==> config.mk <==
export PLATFORM = sky130hd
export DESIGN_NAME = regfile_scoreboard
export DESIGN_NICKNAME = d
export VERILOG_FILES = /design/src/rtl/regfile_pkg.sv /design/src/rtl/regfile_scoreboard_sb.sv /design/src/rtl/regfile_scoreboard.sv
export SDC_FILE = /design/constraint.sdc
export NUM_CORES = 2
export LEC_CHECK = 0
export CORE_MARGIN = 3
export CORE_UTILIZATION = 25
export CTS_CLUSTER_DIAMETER = 200
export CTS_CLUSTER_SIZE = 14
export DETAILED_ROUTE_END_ITERATION = 8
export GPL_TIMING_DRIVEN = 0
export HOLD_SLACK_MARGIN = 0.15
export PLACE_DENSITY_LB_ADDON = 0.25
export SKIP_CTS_REPAIR_TIMING = 1
export SYNTH_ARGS = -nofsm -noshare
export SYNTH_HDL_FRONTEND = slang
export SYNTH_HIERARCHICAL = 1
export SYNTH_SLANG_ARGS = --single-unit
==> constraint.sdc <==
create_clock -name clk -period 33.4 [get_ports clk]
set_input_delay 5.01 -clock clk [delete_from_list [all_inputs] [get_ports clk]]
set_output_delay 5.01 -clock clk [all_outputs]
set_load 0.01 [all_outputs]
==> src/rtl/regfile_pkg.sv <==
// Shared defaults and types for the register file / scoreboard slice.
package regfile_pkg;
  localparam int XLEN_D  = 32;
  localparam int NREGS_D = 32;
  localparam int NRD_D   = 2;
  localparam int NWR_D   = 1;
  localparam int AW_D    = $clog2(NREGS_D);
  localparam int A0_IDX  = 10;

  typedef logic [AW_D-1:0] reg_idx_t;
endpackage

==> src/rtl/regfile_scoreboard_sb.sv <==
// Pending-write scoreboard: one busy bit per architectural register.
module reg_scoreboard
  import regfile_pkg::*;
#(
  parameter int NREGS = NREGS_D,
  localparam int AW   = $clog2(NREGS)
) (
  input  logic             clk,
  input  logic             rst,
  input  logic             issue,
  input  logic [AW-1:0]    issue_rd,
  input  logic [NREGS-1:0] commit,
  input  logic             flush,
  output logic [NREGS-1:0] busy
);
  logic [NREGS-1:0] nxt;

  // Issue is applied after clear/flush so a new producer always wins.
  always_comb begin
    nxt = flush ? '0 : (busy & ~commit);
    if (issue && issue_rd != '0) nxt[issue_rd] = 1'b1;
    nxt[0] = 1'b0;
  end

  always_ff @(posedge clk or posedge rst) begin
    if (rst) busy <= '0;
    else     busy <= nxt;
  end
endmodule

==> src/rtl/regfile_scoreboard.sv <==
// Multi-port register file with x0 hardwired, write bypass and hazard flags.
module regfile_scoreboard
  import regfile_pkg::*;
#(
  parameter int XLEN  = XLEN_D,
  parameter int NREGS = NREGS_D,
  parameter int NRD   = NRD_D,
  parameter int NWR   = NWR_D,
  localparam int AW   = $clog2(NREGS)
) (
  input  logic                      clk,
  input  logic                      rst,
  input  logic [NWR-1:0]            WE,
  input  logic [NWR-1:0][AW-1:0]    AD_W,
  input  logic [NWR-1:0][XLEN-1:0]  WD,
  input  logic [NRD-1:0][AW-1:0]    AD_R,
  output logic [NRD-1:0][XLEN-1:0]  RD,
  output logic [NRD-1:0]            RD_busy,
  input  logic                      iss_valid,
  input  logic [AW-1:0]             iss_rd,
  input  logic                      flush,
  output logic [NREGS-1:0]          busy_vec,
  output logic [XLEN-1:0]           a0
);
  logic [NREGS-1:0][XLEN-1:0] regs;
  logic [NREGS-1:0][XLEN-1:0] wdat;
  logic [NREGS-1:0]           wcommit;
  logic [NREGS-1:0]           busy;

  // Later ports overwrite earlier ones, so port NWR-1 wins collisions.
  // Commits are suppressed in reset so bypass reads return 0 too.
  always_comb begin
    wcommit = '0;
    wdat    = '0;
    for (int i = 0; i < NWR; i++) begin
      if (WE[i] && AD_W[i] != '0 && !rst) begin
        wcommit[AD_W[i]] = 1'b1;
        wdat[AD_W[i]]    = WD[i];
      end
    end
  end

  always_ff @(posedge clk or posedge rst) begin
    if (rst) begin
      regs <= '0;
    end else begin
      for (int r = 1; r < NREGS; r++)
        if (wcommit[r]) regs[r] <= wdat[r];
    end
  end

  reg_scoreboard #(.NREGS(NREGS)) u_sb (
    .clk      (clk),
    .rst      (rst),
    .issue    (iss_valid),
    .issue_rd (iss_rd),
    .commit   (wcommit),
    .flush    (flush),
    .busy     (busy)
  );

  assign busy_vec = busy;

  for (genvar j = 0; j < NRD; j++) begin : g_rd
    logic [AW-1:0] a;
    assign a          = AD_R[j];
    assign RD[j]      = (a == '0) ? '0 : (wcommit[a] ? wdat[a] : regs[a]);
    assign RD_busy[j] = busy[a] & ~wcommit[a];
  end

  if (NREGS > A0_IDX) begin : g_a0
    assign a0 = regs[A0_IDX];
  end else begin : g_no_a0
    assign a0 = '0;
  end
endmodule

; ---- Yosys cells after proc, flatten, opt, wreduce, memory -nomap -nowiden
; Index checks and enable logic that the tools add are counted.
[word_totals]
ff_bits = 1023
latchBits = 0
ram_bits = 0
mem_bits_ro = 0
out_inout_bits = 130
elab_cells = 86
memories = 0
[op_classes]
add_sub_neg = 0
multipliers = 0
div_mod_pow = 0
n_lt_le_gt_ge = 6
eq_ne = 0
n_shift = 0
mux = 30
bitwise = 8
n_reduce_logical = 10
[op_table]
columns = cell, n
row1 = 1024-bit AND, 1
row2 = 1024-bit two-way mux, 1
row3 = 32-bit binary-select mux with 5-bit select, 4
row4 = 32-bit two-way mux, 12
row5 = 32-bit demux with 5-bit select, 1
row6 = 32-bit AND, 1
row7 = 32-bit NOT, 1
row8 = 32-bit bitwise OR, 1
row9 = 5-bit by 6-bit less-than comparator with 1-bit output (second input constant), 4
row10 = 1-bit binary-select mux with 5-bit select, 4
row11 = 1-bit demux with 5-bit select, 2
row12 = 5-bit by 1-bit >= comparator with 1-bit output (second input constant), 2
row13 = 5-bit logical NOT, 2
row14 = 5-bit nonzero test, 2
row15 = 1-bit two-way mux, 6
row16 = 1-bit logical AND, 5
row17 = 1-bit AND, 2
row18 = 1-bit NOT, 2
row19 = 1-bit logical NOT, 1

; ---- Depth between registers and ports, before layout
[depth]
depth_word = 10
ltp_mapped = 12
ltp_nobuf = 8

; ---- By module
; The synthesis kept the hierarchy.
[modules_own_cells]
columns = mod, instances, cells_per_inst, area_each_um2, seq_area_each_um2
row1 = regfile_scoreboard, 1, 4684, 56165.1, 24823.8
row2 = reg_scoreboard, 1, 115, 1325.0, 775.7

; ---- Worst setup path before layout
; Ideal clock, no wire load.
[synth_path]
path_type = input to output
start = in AD_R[0] in the netlist's numbering
end = out RD[12] in the netlist's numbering
t_arrival_ns = 7.156
required_ns = 28.390
slack_ns = 21.234
stages = 9
cell_sequence = buf_2 -> buf_2 -> buf_2 -> buf_2 -> buf_2 -> mux4_2 -> mux4_2 -> mux2i_1 -> o21ai_0
[synth_rtl]
columns = item, line
row1 = "start, declared", regfile_scoreboard.sv:16  ; input logic [NRD-1:0][AW-1:0] AD_R,
row2 = "end, declared", regfile_scoreboard.sv:17  ; output logic [NRD-1:0][XLEN-1:0] RD,

==> results.yml <==
run_status:
  status: "finished, violations left"
  violations: "capacitance limit, slew limit"
hold_path:
  hp-start: "regs[677]$_DFFE_PP0N_"
  hold-path-cell-count: 2
  holdCritPathClass: "reg -> reg"
  min_to: "regs[677]$_DFFE_PP0N_"
finish:
  syn2layout_area_growth_pct: 15.4
  nets: 5149
  final_layout_size_suffix_gt1_share_pct: 29.4
  fin_area_sq_mm: 0.0663
  multi_input_area_sq_mm: 0.0294
  fillCellCount: 23400
  final_cell_mix: "1023 x dfrtp_1, 919 x nand2_1, 586 x mux4_2"
  final_common_cell: "dfrtp_1"
  seq_area_sq_mm: 0.0256
floorplan:
  die_y_um: 486
  fp.dieW_um: 486
  coreArea_sq_mm: 0.228
  initial_core_util_pct: 25.2
  io-pin-count: 187
  dieArea_sq_mm: 0.236
  rows: 175
drt:
  totalWireLength_mm: 389
  route.met2.wl_mm: 159
  drt_iter0_markers: 8191
  drt-wirelength-per-cell_um: 47.8
  via_per_inst: 6.27
  wl_met3_mm: 50.2
  top_layer: "met5"
  vias: 51000
  drtAntennaViolNets: 0
  drc: 0
  firstDrtPassIters: 6
  drt-met1-wl_mm: 146
worst_setup_path:
  crit_family: "compound AO/OA/AOI/OAI gates"
  end_kind: "output port"
  rr_worst_depth: 1
  arrival_ps: 11370
  crit_buf_inv: 4
  r2r_start: "a0[13]$_DFFE_PP0N_"
  cp_common_cell: "clkdlybuf4s50_1"
  crit_chain: "clkdlybuf4s50_1, buf_4, xnor2_1, nand4_1, a31oi_1, nand2b_1, buf_2, o21ai_0, a22oi_1, a21oi_1, clkdlybuf4s50_1"
  critPathKind: "in -> out"
  rrSetupSlack_ps: 32430
  slowest_stage: "a31oi_1"
  reg2reg_to: "a0[13]$_DFFE_PP0N_"
  start_kind: "input port"
  cp_max_fo: 10
  max_stage_delay_ps: 1330
  required_ps: 28390
sta:
  fin_skew_ps: 0
  finalHoldViolCount: 0
  rsz0062_at_grt: "false"
  max_slew_margin_pct: -13.6
  fmax_mhz: 61.0
  fin_tns_setup_ps: 0
  finalCriticalPeriod_ps: 16380
  final_max_slew_viol_count: 303
  tightest_slew_ps: 1700
  setup_viol_count_final: 0
  period_share_pct: 49.0
power_and_ir_drop:
  irDropWorstVdd_mv: 0.0383
  leakagePower_uw: 0.0280
  fin_total_pwr_uw: 3300
  power.density_mw_per_mm2: 49.7
clocking:
  root_buffer: "clkbuf_16"
  numCtsBuffers: 83
  clkLatencyLatePin_ps: 740
  cts_tree: "yes"
  clk_pin_slew_ps: 70
  htreeDepth: 3
  cts_buffer_depth: 3
  clock-sinks: 1023
synth:
  synth_cells: 4798
  syn-num-nets: 4855
  ys_warn_count: 70
  synth_area_sq_mm: 0.0575
  avgSynthCellArea_sq_um: 12.0
global_routing:
  grt-ovfl-total: 0
  grt_pass1_vias: 48000
  grt_pass1_wl_mm: 497
  grt.total_usage_pct: 32.1
  antenna_found_initial: 57
  grt_max_degree: 127
placed_design:
  buffer_ports.inserted: 169
  hpwl_mm: 277
  place_congestion: 1.07
  postPlaceCellArea_sq_mm: 0.0640
run:
  cap_viol_max_count: 29
==> registers in the layout (all words and copies together) (netlist names) <==
signal     flops
a0            32
u_sb/busy     31
regs         960
==> area by class of cell <==
class | instances | share of cell area, %
Multi-Input combinational cell | 3189 | 44.2
Antenna cell | 33 | 0.124
Clock inverter | 8 | 0.206
Buffer | 524 | 3.73
Timing Repair Buffer | 209 | 3.93
Clock buffer | 84 | 3.14
Inverter | 62 | 0.362
Tap cell | 3009 | 5.68
Sequential cell | 1023 | 38.6
==> per-stage QoR <==
stage	instances	hold WS, ps	util (%)	setup WS (ps)
after floorplan	4798	457	-	202
after global placement	7976	474	27.6	-14300
after detailed placement	8014	483	28.1	17160
after CTS	8106	500	29.0	17140
after global routing	8113	525	29.1	17190
final	8141	502	29.1	17020
==> routing by layer <==
layer	track usage [%]	up-vias
li1	-	18300
met1	39.5	27200
met2	44.5	4418
met3	13.6	1063
met4	24.0	28
met5	0.816	-
==> worst max-delay path by stage <==
stage / start / end / slack (ps) / cells past startpoint
4_1_cts: AD_W[1] / RD[7] / 17140 / 11
5_1_grt: AD_R[5] / RD[35] / 17190 / 13
2_1_floorplan: rst / a0[0]$_DFFE_PP0N_ / 200 / 2
3_5_place_dp: AD_W[1] / RD[7] / 17160 / 11
6_report: AD_W[1] / RD[7] / 17020 / 11
3_3_place_gp: rst / regs[282]$_DFFE_PP0N_ / -14300 / 3
==> worst min-delay path, stage by stage (launching register included) <==
cell and delay, ps:
dfrtp_1 360, nand2_1 60, nand2_1 60
==> power breakdown <==
group / total (uW) / leakage [uW] / internal [uW] / switching, uW
sequential: 1530 / 0.0137 / 1400 / 130
combinational: 798 / 0.0132 / 350 / 448
clock: 971 / 0.00108 / 447 / 524
total: 3300 / 0.0280 / 2190 / 1100
Power figures use the tool's default switching activity.
